**config.mk**
```make
export PLATFORM = sky130hd
export DESIGN_NAME = cla_check_pipe
export DESIGN_NICKNAME = d
export VERILOG_FILES = /design/src/rtl/cla_check_pkg.sv /design/src/rtl/cla_check_pipe.sv
export SDC_FILE = /design/constraint.sdc
export NUM_CORES = 1
export LEC_CHECK = 0
export BUFFER_PORTS_ARGS = -buffer_cell sky130_fd_sc_hd__clkbuf_2
export CORE_ASPECT_RATIO = 0.8
export CORE_MARGIN = 8
export CORE_UTILIZATION = 50
export DETAILED_ROUTE_END_ITERATION = 12
export PLACE_DENSITY = 0.73
export SKIP_CTS_REPAIR_TIMING = 1
export SLEW_MARGIN = 30
export SYNTH_ARGS = -nofsm -noshare
export SYNTH_HDL_FRONTEND = slang
export SYNTH_SLANG_ARGS = --single-unit
```
**constraint.sdc**
```tcl
create_clock -name clk_i -period 6.89 [get_ports clk_i]
set_input_delay 0.689 -clock clk_i [delete_from_list [all_inputs] [get_ports clk_i]]
set_output_delay 0.689 -clock clk_i [all_outputs]
set_load 0.01 [all_outputs]
```
**src/rtl/cla_check_pkg.sv**
```systemverilog
// ---------------------------------------------------------------------------
// cla_check_pkg
//   Shared types and constants for the carry-lookahead adder result checker.
//   - state_e      : checker run-control states
//   - DEFAULT_*    : default operand / counter widths
//   - golden_sum() : reference sum (zero-extended, carry-out in the MSB),
//                    usable by benches that model the default-width adder
// ---------------------------------------------------------------------------
package cla_check_pkg;

  localparam int DEFAULT_WIDTH = 16;
  localparam int DEFAULT_CNT_W = 16;

  typedef enum logic [1:0] {
    IDLE  = 2'd0,
    RUN   = 2'd1,
    DRAIN = 2'd2,
    DONE  = 2'd3
  } state_e;

  // Reference sum of two default-width operands; the carry lands in bit WIDTH.
  function automatic logic [DEFAULT_WIDTH:0] golden_sum(
    input logic [DEFAULT_WIDTH-1:0] a,
    input logic [DEFAULT_WIDTH-1:0] b
  );
    return {1'b0, a} + {1'b0, b};
  endfunction

endpackage : cla_check_pkg

```
**src/rtl/cla_check_pipe.sv**
```systemverilog
// ---------------------------------------------------------------------------
// cla_check_pipe
//   Two-stage, never-stalling compare pipeline.
//   S1 captures the operands and the netlist result of an accepted vector.
//   The golden sum is formed from the S1 registers, and S2 captures the
//   golden sum, the netlist result and their mismatch flag.
//
// Ports
//   clk_i          clock, rising edge
//   rst_i          synchronous active-high reset (clears valid bits only)
//   in_valid_i     vector accepted this cycle
//   add1_i/add2_i  operands
//   result_i       netlist sum under test (WIDTH+1 bits)
//   s1_valid_o     S1 holds a vector
//   s2_valid_o     S2 holds a vector (it leaves the pipe this cycle)
//   s2_mismatch_o  golden sum differs from the netlist result
//   s2_exp_o       golden sum held in S2
//   s2_got_o       netlist result held in S2
// ---------------------------------------------------------------------------
module cla_check_pipe
  import cla_check_pkg::*;
#(
  parameter int WIDTH = DEFAULT_WIDTH
) (
  input  logic             clk_i,
  input  logic             rst_i,
  input  logic             in_valid_i,
  input  logic [WIDTH-1:0] add1_i,
  input  logic [WIDTH-1:0] add2_i,
  input  logic [WIDTH:0]   result_i,
  output logic             s1_valid_o,
  output logic             s2_valid_o,
  output logic             s2_mismatch_o,
  output logic [WIDTH:0]   s2_exp_o,
  output logic [WIDTH:0]   s2_got_o
);

  logic             s1_valid_q;
  logic [WIDTH-1:0] s1_a_q;
  logic [WIDTH-1:0] s1_b_q;
  logic [WIDTH:0]   s1_got_q;

  logic             s2_valid_q;
  logic             s2_mismatch_q;
  logic [WIDTH:0]   s2_exp_q;
  logic [WIDTH:0]   s2_got_q;

  logic [WIDTH:0]   golden_d;
  logic             mismatch_d;

  // Golden adder and compare sit between S1 and S2.
  always_comb begin
    // NOTE: every always_comb output gets a default first so no path can
    // leave it unassigned and infer a latch.
    golden_d   = {1'b0, s1_a_q} + {1'b0, s1_b_q};
    mismatch_d = 1'b1;
    // Written as "equal clears the flag" so an X on the netlist result
    // falls through as a mismatch in four-state simulation.
    if (golden_d == s1_got_q) begin
      mismatch_d = 1'b0;
    end
  end

  // Valid bits: the only pipeline state that needs a reset.
  always_ff @(posedge clk_i) begin
    // NOTE: sequential state uses non-blocking assignments so every
    // register samples pre-edge values regardless of statement order.
    if (rst_i) begin
      s1_valid_q <= 1'b0;
      s2_valid_q <= 1'b0;
    end else begin
      s1_valid_q <= in_valid_i;
      s2_valid_q <= s1_valid_q;
    end
  end

  // NOTE: datapath registers are deliberately not reset; nothing downstream
  // looks at them unless the matching valid bit is set.
  always_ff @(posedge clk_i) begin
    if (in_valid_i) begin
      s1_a_q   <= add1_i;
      s1_b_q   <= add2_i;
      s1_got_q <= result_i;
    end
    if (s1_valid_q) begin
      s2_mismatch_q <= mismatch_d;
      s2_exp_q      <= golden_d;
      s2_got_q      <= s1_got_q;
    end
  end

  assign s1_valid_o    = s1_valid_q;
  assign s2_valid_o    = s2_valid_q;
  assign s2_mismatch_o = s2_mismatch_q;
  assign s2_exp_o      = s2_exp_q;
  assign s2_got_o      = s2_got_q;

endmodule : cla_check_pipe

```
==> results.rst, run 1 <==
.. list-table::
   :header-rows: 1

   * - Metric
     - Value
   * - Ratio of cells with drive above 1 in the final layout
     - 0.311
   * - Sum Neg Setup Slack
     - 0 ps
   * - Number of levels in the clock H-tree
     - 3
   * - 1st-iter DRT viols
     - 122
   * - Via count
     - 2,413
   * - Data required time at the worst endpoint
     - 6980 ps
   * - Utilization after layout
     - 0.614
   * - Largest vdd supply drop
     - 160 uV
   * - Relative max-transition margin
     - 0.419
   * - Post-detailed-route via-to-cell ratio
     - 5.22
   * - Top post-synthesis cells by area
     - sky130_fd_sc_hd__edfxtp_1 (66%), sky130_fd_sc_hd__ha_1 (5.2%), sky130_fd_sc_hd__xnor2_1 (4.1%), sky130_fd_sc_hd__xor2_1 (2.3%), sky130_fd_sc_hd__a21oi_1 (2.2%)
   * - Root Buffer Master
     - sky130_fd_sc_hd__clkbuf_8
   * - WL/cell
     - 16.7 um
   * - Synthesis-to-layout area growth
     - 18.7%
   * - Cell type with the largest total area after synthesis
     - sky130_fd_sc_hd__edfxtp_1
   * - TritonCTS clock tree
     - done
   * - Status
     - finished, final reports clean
   * - Count of standard-cell rows
     - 28
   * - Netlist Area Pre-Place
     - 0.00384 mm2
   * - Total wire length
     - 7700 um
   * - Critical path class
     - flop to flop
   * - Clock transition at the register clock pins on the worst setup and hold paths after CTS
     - 80 ps
   * - Fraction of synthesized area in multiplexers
     - 0.00261
   * - Number of distinct library cells after synthesis
     - 51
   * - Final worst path period need
     - 3040 ps
   * - Worst reg-to-reg setup slack
     - 3850 ps
   * - Final setup violation count
     - 0
   * - CP Launch Type
     - flop
   * - Number of enable-type register cells in the synthesized netlist
     - 84
   * - HPWL after detailed placement
     - 5660 um
   * - Post-Synth Simple-Gate Area
     - 0.0928
   * - Largest family of logic cells by synthesized area
     - compound AO/OA/AOI/OAI gates
   * - Prevailing post-synth register cell
     - sky130_fd_sc_hd__edfxtp_1
   * - Sequential cell area
     - 0.00256 mm2
   * - Yosys Warn Count
     - 0
   * - Most frequent cells after synthesis
     - sky130_fd_sc_hd__edfxtp_1 (84), sky130_fd_sc_hd__xnor2_1 (18), sky130_fd_sc_hd__a21oi_1 (17)
   * - Crit Reg-Reg Endpoint
     - s2_mismatch_o
   * - Routability congestion estimate from global placement
     - 0.883
   * - Transition at the pin with the smallest max-transition slack
     - 872 ps
   * - Worst R2R Start
     - s1_b_q[0]
   * - Portion of the clock cycle consumed by the worst path in the final layout
     - 0.441
   * - Unrepaired setup endpoints after global routing
     - false
   * - Floorplan die area
     - 0.0108 mm2
   * - Number of antenna violations at the first check in global routing
     - 0
   * - Min Hold Slack
     - 490 ps
   * - Final Max Tran Viols
     - 0
   * - Global-route wire length before repair
     - 12,200 um
   * - Portion of the post-synthesis area used by sequential elements
     - 0.667
   * - Insertion delay of the later-clocked pin in the worst-skew pair
     - 350 ps
   * - Flip-flop and latch count after synthesis
     - 86
   * - Number of nets in the final layout
     - 421
   * - Async set-reset flop share out of synthesis
     - 0
   * - Multi-input gate area in the final layout
     - 0.00120 mm2
   * - Mapped Nets
     - 330
   * - Count of nets left with antenna violations after detail routing
     - 0
   * - Number of clock buffers inserted by TritonCTS
     - 9
   * - Mean instance size in the synthesized netlist
     - 14.7 um2
   * - Number of optimization iterations in the first detailed-route pass
     - 4
   * - Worst R2R Path Depth
     - 11
   * - Filler cells
     - 614
   * - Maximum number of pins on one net before global-route repair
     - 51
   * - Final number of hold-violating endpoints
     - 0
   * - Total of max-cap violations
     - 0
   * - Total leakage power
     - 1.79 nW
   * - Port-buffer cells
     - 88
   * - Area of the placeable core
     - 0.00743 mm2
   * - Complex-gate fraction of the synthesized area
     - 0.0971
   * - Max clock buf depth
     - 2
   * - Critical path data arrival time
     - 3130 ps
   * - Xor and xnor fraction of the mapped netlist area
     - 0.0638
   * - Adder-cell area share of the yosys netlist
     - 0.0573
   * - Initial core utilization
     - 0.517
   * - Total power per unit cell area
     - 272 mW/mm2
   * - Most frequent cell after synthesis
     - sky130_fd_sc_hd__edfxtp_1
   * - Setup clock skew after layout
     - 7.61 ps
   * - Share of Yosys cell area claimed by the top area cell type
     - 0.657
   * - Top Ports
     - 89
   * - Maximum achievable frequency
     - 329 MHz
   * - Number of global-route vias before repair
     - 2,466
   * - Setup crit end
     - s2_mismatch_o
   * - Clock sinks
     - 86
   * - Overflow after GRT
     - 0
   * - Post-synthesis instance total
     - 261
   * - Element type at the critical path end
     - flop
   * - Die Span X
     - 114 um
   * - Setup crit start
     - s1_b_q[0]
   * - Vertical die dimension
     - 94.4 um
   * - Number of design rule violations left after detail routing
     - 0
   * - Global router's overall resource usage
     - 0.147
   * - Maximum fanout count along the critical path
     - 2
   * - N_diodes
     - 0
   * - Min-delay worst type
     - flop to flop
==> how the worst min path moves through the flow <==
stage / startpoint / to / slack, ps / depth (start not counted)
finish: s1_got_q[15] / s2_got_o[15] / 490 / 0
global route: rst_i / s1_valid_o / 480 / 2
CTS: rst_i / s1_valid_o / 480 / 2
detailed placement: s1_got_q[5] / s2_got_o[5] / 470 / 0
global placement: s1_got_q[0] / s2_got_o[0] / 460 / 0
floorplan: s1_got_q[1] / s2_got_o[1] / 450 / 0
==> logic make-up (layout without fill, tap and decap cells) <==
logic type                 count (synthesis)  after routing
AOI/OAI and AO/OA                         53             53
DFF                                       86             86
buffers and inverters                     17            113
xor gates and xnor gates                  28             28
and+or+nand+nor                           59             59
adders and majority gates                 17             17
muxes                                      1              1
==> per-stage QoR <==
| stage | instance area, um2 | std cells | setup slack [ps] | power, mW |
|---|---|---|---|---|
| floorplan | 3840 | 261 | 4240 | 0.838 |
| finish | 4560 | 462 | 3850 | 1.24 |
| detailed placement | 4380 | 446 | 3870 | 0.920 |
| CTS | 4560 | 462 | 3820 | 1.25 |
| global placement | 4380 | 446 | 3970 | 0.916 |
| global route | 4560 | 462 | 3680 | 1.30 |
==> area by class of cell <==
class,instances,share of cell area
clock inverters,4,0.0104
clock buffers,12,0.0296
multi-input cells,158,0.264
inverters,8,0.00658
flip-flops and latches,86,0.562
repair buffers,89,0.0982
well taps,105,0.0288
==> report_power, final <==
part	internal, mW	leakage (nW)	switching, mW
clock network	0.167	0.0904	0.164
logic	0.110	0.876	0.143
registers	0.633	0.827	0.0235
total	0.909	1.79	0.331
==> critical path, cell delays in order (launching register included) <==
cell                        delay (ps)
sky130_fd_sc_hd__edfxtp_1          350
sky130_fd_sc_hd__ha_1              160
sky130_fd_sc_hd__inv_1              60
sky130_fd_sc_hd__fa_1              400
sky130_fd_sc_hd__xnor2_1           270
sky130_fd_sc_hd__xor2_1            150
sky130_fd_sc_hd__nor4_4            280
sky130_fd_sc_hd__o2111ai_1         160
sky130_fd_sc_hd__a2111oi_2         390
sky130_fd_sc_hd__nand4_1           130
sky130_fd_sc_hd__nor4_1            320
sky130_fd_sc_hd__nand4_1           110
==> flip-flops by register name, summed over array words and instances (netlist names) <==
| name | cells |
|---|---|
| s1_b_q | 16 |
| s2_mismatch_o | 1 |
| s1_valid_o | 1 |
| s2_got_o | 17 |
| s1_a_q | 16 |
| s2_valid_o | 1 |
| s2_exp_o | 17 |
| s1_got_q | 17 |
==> per-layer routing <==
layer  track usage  up-vias  share of wire
met2         0.229      102           0.47
met4        0.0597        0          0.011
li1              -     1177              -
met5             0        -              0
met1         0.187     1127           0.44
met3        0.0478        7          0.080
==> cells in the final DEF (no fill, tap or decap), types with 3 or more instances in the layout <==
cell | netlist | layout
sky130_fd_sc_hd__clkbuf_2 | 0 | 88
sky130_fd_sc_hd__edfxtp_1 | 84 | 84
sky130_fd_sc_hd__xnor2_1 | 18 | 18
sky130_fd_sc_hd__a21oi_1 | 17 | 17
sky130_fd_sc_hd__ha_1 | 16 | 16
sky130_fd_sc_hd__nor2_1 | 11 | 11
sky130_fd_sc_hd__xor2_1 | 10 | 10
sky130_fd_sc_hd__clkbuf_8 | 0 | 9
sky130_fd_sc_hd__inv_1 | 8 | 8
sky130_fd_sc_hd__o21ai_0 | 8 | 8
sky130_fd_sc_hd__nand3_1 | 7 | 7
sky130_fd_sc_hd__nand2b_1 | 6 | 6
sky130_fd_sc_hd__a21o_1 | 4 | 4
sky130_fd_sc_hd__nand2_1 | 4 | 4
sky130_fd_sc_hd__and3_1 | 4 | 4
sky130_fd_sc_hd__o211ai_1 | 4 | 4
sky130_fd_sc_hd__nor2b_1 | 4 | 4
sky130_fd_sc_hd__a31oi_1 | 4 | 4
sky130_fd_sc_hd__nand4_1 | 4 | 4
sky130_fd_sc_hd__clkbuf_1 | 6 | 3
Note: power is estimated with default switching activity, not from simulation.
==> run 2, diff against run 1 <==
--- a/config.mk
+++ b/config.mk
@@ -8,7 +8,7 @@
 export BUFFER_PORTS_ARGS = -buffer_cell sky130_fd_sc_hd__clkbuf_2
 export CORE_ASPECT_RATIO = 0.8
 export CORE_MARGIN = 8
-export CORE_UTILIZATION = 50
+export CORE_UTILIZATION = 48
 export DETAILED_ROUTE_END_ITERATION = 12
 export PLACE_DENSITY = 0.73
 export SKIP_CTS_REPAIR_TIMING = 1
==> constraint.sdc (replaced) <==
create_clock -name clk_i -period 2.7 [get_ports clk_i]
set_input_delay 0.27 -clock clk_i [delete_from_list [all_inputs] [get_ports clk_i]]
set_output_delay 0.27 -clock clk_i [all_outputs]
set_load 0.01 [all_outputs]
==> run 2 against run 1 <==
Net effect: the flow now finishes with violations (negative setup slack); power increased to 2.9 times the previous value; clock skew is 1.7 ps lower; clock power rose to 3.5 times the previous value; final area increased by 7.5%; hold slack worse by 420 ps; register-to-register slack worse by 4000 ps; utilization up 1.2 points; die area is 3.5% higher; routed wire length grew 5.9%; sequential share of layout area fell by 3.9 points; worst setup slack got worse by 4000 ps; non-clock buffer count increased by 26; critical endpoint unchanged; largest cell class unchanged.
==> results.rst, run 2 (synthesized netlist as in run 1, its figures left out) <==
.. list-table::
   :header-rows: 1

   * - Metric
     - Value
   * - Total wire length
     - 8150 um (+5.9%)
   * - Portion of the clock cycle consumed by the worst path in the final layout
     - 1.07 (+0.628)
   * - Min-delay worst type
     - input port to flop
   * - Final number of hold-violating endpoints
     - 0 (unchanged)
   * - Final setup violation count
     - 1 (+1)
   * - CP Launch Type
     - flop
   * - Critical path's most frequent cell
     - sky130_fd_sc_hd__xor2_1
   * - Utilization after layout
     - 0.626 (+0.0116)
   * - Maximum achievable frequency
     - 346 MHz (+5.3%)
   * - Die Span X
     - 116 um (+1.8%)
   * - TritonCTS clock tree
     - done
   * - 1st-iter DRT viols
     - 164 (+34%)
   * - Min Hold Slack
     - 65.1 ps (-425 ps)
   * - Cell Chain, Critical Path
     - ha_2 > inv_2 > fa_2 > nand2b_4 > a211o_1 > a21oi_2 > xor2_1 > xor2_1 > a311o_1 > nor4_2 > nand4_1
   * - Total of max-cap violations
     - 0 (unchanged)
   * - Global-route wire length before repair
     - 12,900 um (+5.7%)
   * - Data required time at the worst endpoint
     - 2800 ps (-4180 ps)
   * - Ratio of cells with drive above 1 in the final layout
     - 0.392 (+0.0807)
   * - Area of the placeable core
     - 0.00784 mm2 (+5.5%)
   * - Overflow after GRT
     - 0 (unchanged)
   * - Synthesis-to-layout area growth
     - 27.7%
   * - Commonest non-fill, non-tap cells in the layout
     - sky130_fd_sc_hd__clkbuf_2 (88), sky130_fd_sc_hd__edfxtp_1 (84), sky130_fd_sc_hd__buf_4 (27)
   * - Number of global-route vias before repair
     - 2,620 (+6.2%)
   * - Worst hold start
     - rst_i
   * - Floorplan die area
     - 0.0111 mm2 (+3.5%)
   * - Count of standard-cell rows
     - 29 (+3.6%)
   * - Insertion delay of the later-clocked pin in the worst-skew pair
     - 350 ps (about the same)
   * - Port-buffer cells
     - 88 (unchanged)
   * - Setup crit start
     - s1_a_q[0]
   * - Final worst path period need
     - 2890 ps (-154 ps)
   * - Setup clock skew after layout
     - 5.95 ps (-1.66 ps)
   * - Critical path class
     - flop to flop
   * - Critical path data arrival time
     - 2980 ps (-150 ps)
   * - Sum Neg Setup Slack
     - -186 ps (-186 ps)
   * - Max clock buf depth
     - 2 (unchanged)
   * - Count of nets left with antenna violations after detail routing
     - 0 (unchanged)
   * - Post-detailed-route via-to-cell ratio
     - 5.17 (-1.1%)
   * - Failing checks
     - negative setup slack
   * - Final Max Tran Viols
     - 0 (unchanged)
   * - Status
     - finished, violations left
   * - WL/cell
     - 16.6 um (-0.38%)
   * - Initial core utilization
     - 0.490 (-0.0271)
   * - Maximum fanout count along the critical path
     - 3 (+1)
   * - Worst stage delay on the critical path
     - 360 ps (-40 ps)
   * - Total leakage power
     - 1.97 nW (+10%)
   * - Clock sinks
     - 86 (unchanged)
   * - Number of non-filler instances in the completed layout
     - 491 (+6.3%)
   * - Relative max-transition margin
     - 0.608 (+0.190)
   * - Vertical die dimension
     - 96.0 um (+1.7%)
   * - Cell with the largest stage delay on the worst path
     - sky130_fd_sc_hd__fa_2
   * - Total power per unit cell area
     - 732 mW/mm2 (+170%)
   * - Element type at the critical path end
     - flop
   * - Number of antenna violations at the first check in global routing
     - 0 (unchanged)
   * - Number of levels in the clock H-tree
     - 3 (unchanged)
   * - Number of clock buffers inserted by TritonCTS
     - 9 (unchanged)
   * - Global router's overall resource usage
     - 0.153 (+0.00635)
   * - Maximum number of pins on one net before global-route repair
     - 30 (-41%)
   * - N_diodes
     - 0 (unchanged)
   * - Via count
     - 2,537 (+5.1%)
   * - Worst R2R Start
     - s1_a_q[0]
   * - Largest vdd supply drop
     - 444 uV (+180%)
   * - Number of design rule violations left after detail routing
     - 0 (unchanged)
   * - Unrepaired setup endpoints after global routing
     - true
   * - Root Buffer Master
     - sky130_fd_sc_hd__clkbuf_8
   * - Number of placed instances, taps included
     - 474 (+6.3%)
   * - Routability congestion estimate from global placement
     - 0.885 (+0.20%)
   * - Top Ports
     - 89 (unchanged)
   * - HPWL after detailed placement
     - 6060 um (+7.0%)
   * - Number of optimization iterations in the first detailed-route pass
     - 4 (unchanged)
   * - Commonest non-fill, non-tap cell in the layout
     - sky130_fd_sc_hd__clkbuf_2
   * - Number of nets in the final layout
     - 447 (+6.2%)
   * - Clock transition at the register clock pins on the worst setup and hold paths after CTS
     - 80 ps (about the same)
   * - Post-layout worst setup margin
     - -186 ps (-4040 ps)
   * - Transition at the pin with the smallest max-transition slack
     - 587 ps (-285 ps)
[run 2: worst paths after layout]
path	end	cells past startpoint	slack, ps
max reg2reg	s2_mismatch_o	11	-190
min reg2reg	s2_got_o[6]	0	480
min	s1_valid_o	2	70
max	s2_mismatch_o	11	-190
[run 2: power by group]
part / internal, mW / switching, mW / total (mW) / leakage [nW]
Combinational: 0.358 / 0.412 / 0.770 / 1.02
Sequential: 1.61 / 0.0555 / 1.67 / 0.827
Clock: 0.708 / 0.440 / 1.15 / 0.130
[run 2: through the flow]
step | cell area [um2] | total power, mW | worst slack [ps]
6_report | 4900 | 3.59 | -186
5_1_grt | 4900 | 3.76 | -351
4_1_cts | 4830 | 3.58 | -338
3_5_place_dp | 4570 | 2.43 | -299
3_3_place_gp | 4570 | 2.41 | -237
2_1_floorplan | 3840 | 2.14 | 53.2
[run 2: metal layers]
| layer | track usage | wire length [um] | up-vias | share of wire |
|---|---|---|---|---|
| met5 | 0 | 0 | - | 0 |
| met2 | 0.249 | 4030 | 87 | 0.49 |
| met3 | 0.0426 | 499 | 10 | 0.061 |
| met4 | 0.0721 | 123 | 0 | 0.015 |
| li1 | - | - | 1237 | - |
| met1 | 0.188 | 3500 | 1203 | 0.43 |
[run 2: final cells by class]
class | count | area, um2
inverter | 8 | 30.0
multi-input combinational | 158 | 1270
clock inverter | 6 | 134
clock buffer | 10 | 128
timing repair buffer | 115 | 643
tap | 108 | 135
fill | 630 | 2930
sequential | 86 | 2560
[run 2: worst max-delay path, delay by kind of cell (launching register included)]
kind / cells / cell delay, ps
compound gates: 3 / 860
xor+xnor: 2 / 320
flops: 1 / 340
simple gates: 3 / 520
buf+inv: 1 / 50
fa+ha+maj: 2 / 560
==> run 3, diff against run 2 <==
--- a/config.mk
+++ b/config.mk
@@ -5,13 +5,15 @@
 export SDC_FILE = /design/constraint.sdc
 export NUM_CORES = 1
 export LEC_CHECK = 0
+export ABC_AREA = 1
 export BUFFER_PORTS_ARGS = -buffer_cell sky130_fd_sc_hd__clkbuf_2
 export CORE_ASPECT_RATIO = 0.8
 export CORE_MARGIN = 8
-export CORE_UTILIZATION = 48
+export CORE_UTILIZATION = 49
 export DETAILED_ROUTE_END_ITERATION = 12
-export PLACE_DENSITY = 0.73
+export PLACE_DENSITY = 0.74
 export SKIP_CTS_REPAIR_TIMING = 1
+export SKIP_LAST_GASP = 1
 export SLEW_MARGIN = 30
 export SYNTH_ARGS = -nofsm -noshare
 export SYNTH_HDL_FRONTEND = slang
==> run 3 against run 2 <==
Net effect: die area rose by 0.11%; combinational power shrank 18%; synthesized cell count rose by 39%; count of clock-buffer cells in the layout did not move; hold slack hardly changed; worst setup slack improved by 540 ps; clock power shrank 19%; largest cell class unchanged; sequential cell count is the same; synthesized area grew 2.2%; maximum frequency up 23%; routed wire length decreased by 2.2%; cell count is 18% higher; the run now ends clean.
==> results.rst, run 3 <==
.. list-table::
   :header-rows: 1

   * - Metric
     - Value
   * - Number of placed instances, taps included
     - 562 (+19%)
   * - Number of clock buffers inserted by TritonCTS
     - 9 (unchanged)
   * - Largest vdd supply drop
     - 317 uV (-29%)
   * - Floorplan die area
     - 0.0112 mm2 (+0.11%)
   * - TritonCTS clock tree
     - done
   * - Portion of the clock cycle consumed by the worst path in the final layout
     - 0.871 (-0.198)
   * - Total wire length
     - 7970 um (-2.2%)
   * - Element type at the critical path end
     - flop
   * - Portion of the post-synthesis area used by sequential elements
     - 0.653 (-0.0145)
   * - Critical path data arrival time
     - 2460 ps (-520 ps)
   * - Post-detailed-route via-to-cell ratio
     - 4.82 (-6.7%)
   * - Final Max Tran Viols
     - 0 (unchanged)
   * - Number of nets in the final layout
     - 534 (+19%)
   * - Final number of hold-violating endpoints
     - 0 (unchanged)
   * - Global router's overall resource usage
     - 0.155 (+0.00196)
   * - Number of optimization iterations in the first detailed-route pass
     - 5 (+1)
   * - N_diodes
     - 0 (unchanged)
   * - Overflow after GRT
     - 0 (unchanged)
   * - Number of distinct library cells after synthesis
     - 22 (-57%)
   * - Total leakage power
     - 2.22 nW (+12%)
   * - Yosys Warn Count
     - 0 (unchanged)
   * - Transition at the pin with the smallest max-transition slack
     - 593 ps (+5.75 ps)
   * - Worst reg-to-reg setup slack
     - 350 ps (+540 ps)
   * - Number of levels in the clock H-tree
     - 3 (unchanged)
   * - Top post-synthesis cells by area
     - sky130_fd_sc_hd__edfxtp_1 (64%), sky130_fd_sc_hd__nand2_1 (11%), sky130_fd_sc_hd__ha_1 (5.1%), sky130_fd_sc_hd__inv_1 (4.9%), sky130_fd_sc_hd__nand3_1 (4.7%)
   * - Prevailing post-synth register cell
     - sky130_fd_sc_hd__edfxtp_1
   * - Synthesis-to-layout area growth
     - 20.2%
   * - Min-delay worst type
     - input port to flop
   * - Relative max-transition margin
     - 0.605 (-0.00383)
   * - Most frequent cell after synthesis
     - sky130_fd_sc_hd__nand2_1
   * - Critical path class
     - flop to flop
   * - Routability congestion estimate from global placement
     - 0.840 (-5.1%)
   * - Sequential cell area
     - 0.00256 mm2 (unchanged)
   * - Async set-reset flop share out of synthesis
     - 0 (unchanged)
   * - Final worst path period need
     - 2350 ps (-536 ps)
   * - Maximum number of pins on one net before global-route repair
     - 29 (-3.3%)
   * - Setup clock skew after layout
     - 7.30 ps (+1.35 ps)
   * - Flip-flop and latch count after synthesis
     - 86 (unchanged)
   * - Commonest non-fill, non-tap cell in the layout
     - sky130_fd_sc_hd__nand2_1
   * - Utilization after layout
     - 0.602 (-0.0233)
   * - Max clock buf depth
     - 2 (unchanged)
   * - Total of max-cap violations
     - 0 (unchanged)
   * - Cell Chain, Critical Path
     - ha_1 > inv_1 > fa_1 > inv_1 > nand3_1 > nand2_1 > nand2_1 > nand2_1 > nand2_1 > nand2_1 > nand2_1 > nand2_1 > nand2_1 > nor2_1 > nand3_1 > nor2_1 > nand3_1
   * - Global-route wire length before repair
     - 13,100 um (+1.5%)
   * - Commonest non-fill, non-tap cells in the layout
     - sky130_fd_sc_hd__nand2_1 (113), sky130_fd_sc_hd__clkbuf_2 (88), sky130_fd_sc_hd__edfxtp_1 (84)
   * - Count of standard-cell rows
     - 29 (unchanged)
   * - Die Span X
     - 116 um (about the same)
   * - Cell type with the largest total area after synthesis
     - sky130_fd_sc_hd__edfxtp_1
   * - Post-synthesis instance total
     - 364 (+39%)
   * - Initial core utilization
     - 0.501 (+0.0109)
   * - Netlist Area Pre-Place
     - 0.00393 mm2 (+2.2%)
   * - Status
     - finished, final reports clean
   * - Number of design rule violations left after detail routing
     - 0 (unchanged)
   * - Share of Yosys cell area claimed by the top area cell type
     - 0.642 (-0.0142)
   * - Data required time at the worst endpoint
     - 2810 ps (about the same)
   * - Port-buffer cells
     - 88 (unchanged)
   * - Number of antenna violations at the first check in global routing
     - 0 (unchanged)
   * - Root Buffer Master
     - sky130_fd_sc_hd__clkbuf_8
   * - Count of nets left with antenna violations after detail routing
     - 0 (unchanged)
   * - Number of global-route vias before repair
     - 2,790 (+6.5%)
   * - Post-layout worst setup margin
     - 349 ps (+536 ps)
   * - Multi-input gate area in the final layout
     - 0.00117 mm2 (-8.0%)
   * - Worst stage delay on the critical path
     - 370 ps (about the same)
   * - Area of the placeable core
     - 0.00784 mm2 (unchanged)
   * - Top Ports
     - 89 (unchanged)
   * - HPWL after detailed placement
     - 6270 um (+3.5%)
   * - Final setup violation count
     - 0 (-1)
   * - Via count
     - 2,783 (+9.7%)
   * - Maximum achievable frequency
     - 425 MHz (+23%)
   * - Sum Neg Setup Slack
     - 0 ps (+186 ps)
   * - Unrepaired setup endpoints after global routing
     - false
   * - Insertion delay of the later-clocked pin in the worst-skew pair
     - 360 ps (about the same)
   * - Filler cells
     - 678 (+7.6%)
   * - Pre-CTS setup slack
     - 386 ps (+685 ps)
   * - Number of non-filler instances in the completed layout
     - 577 (+18%)
   * - Clock transition at the register clock pins on the worst setup and hold paths after CTS
     - 80 ps (about the same)
   * - WL/cell
     - 13.8 um (-17%)
   * - Maximum fanout count along the critical path
     - 3 (unchanged)
   * - CP Launch Type
     - flop
   * - Mean instance size in the synthesized netlist
     - 10.8 um2 (-27%)
   * - Clock sinks
     - 86 (unchanged)
   * - Total power per unit cell area
     - 683 mW/mm2 (-6.7%)
   * - Cell with the largest stage delay on the worst path
     - sky130_fd_sc_hd__fa_1
   * - Number of enable-type register cells in the synthesized netlist
     - 84 (unchanged)
   * - Most frequent cells after synthesis
     - sky130_fd_sc_hd__nand2_1 (113), sky130_fd_sc_hd__edfxtp_1 (84), sky130_fd_sc_hd__inv_1 (51)
   * - Critical path's most frequent cell
     - sky130_fd_sc_hd__nand2_1
   * - 1st-iter DRT viols
     - 120 (-27%)
   * - Ratio of cells with drive above 1 in the final layout
     - 0.239 (-0.153)
   * - Vertical die dimension
     - 96.1 um (about the same)
   * - Mapped Nets
     - 433 (+31%)
==> run 3: changes by cell type in the layout (fill, tap and decap cells not counted), sizes merged, moves of 6 or more <==
cell / change
nand2: +113
inv: +44
nand3: +31
buf: -25
xnor2: -15
nor2: +12
xor2: -8
nand2b: -6
nand3b: +6
==> run 3: critical path: cells and delay by family (launching register included) <==
family / cells / cell delay [ps]
and+or+nand+nor: 13 / 1050
adders and majority gates: 2 / 530
DFF: 1 / 350
buffers and inverters: 2 / 170
==> run 3: cell families (layout without fill, tap and decap cells) <==
group / Yosys count / in the layout / share of synthesized area
flip-flops: 86 / 86 / 0.653
buffers and inverters: 52 / 157 / 0.0497
AO/OA/AOI/OAI: 17 / 17 / 0.0226
AND/OR/NAND/NOR: 187 / 187 / 0.208
XOR/XNOR: 5 / 5 / 0.0112
adder cells (fa/ha/maj): 17 / 17 / 0.0561
==> run 3: per-stage QoR <==
step | hold WS, ps | power [mW] | instance area [um2]
final | 64.6 | 3.22 | 4720
after global routing | 50.1 | 3.41 | 4720
after CTS | 48.3 | 3.25 | 4720
after detailed placement | 444 | 2.32 | 4520
after global placement | 436 | 2.29 | 4520
after floorplan | 341 | 2.10 | 3930
==> run 3: worst paths after layout <==
kind / startpoint / to / cells after the start
setup / recovery: s1_b_q[0] / s2_mismatch_o / 17
hold / removal: rst_i / s1_valid_o / 2
setup reg to reg: s1_b_q[0] / s2_mismatch_o / 17
hold reg to reg: s1_got_q[0] / s2_got_o[0] / 0
==> run 3: cell type report <==
cell class / instances / area share
Inverter: 52 / 0.0413
Clock buffer: 10 / 0.0270
Timing Repair Buffer: 90 / 0.0965
Tap cell: 108 / 0.0286
Sequential cell: 86 / 0.543
Clock inverter: 5 / 0.0159
Multi-Input combinational cell: 226 / 0.248
==> run 3: per-layer routing <==
metal  global-route usage  wire length [um]  vias to the layer above
li1                     -                 -                     1414
met1                0.199              3710                     1255
met2                0.235              3500                      102
met3               0.0539               613                       12
met4               0.0689               142                        0
met5                    0                 0                        -
==> run 3: where the power goes <==
group	internal [mW]	total (mW)	switching [mW]
logic	0.237	0.632	0.395
registers	1.61	1.65	0.0484
clock network	0.510	0.937	0.427
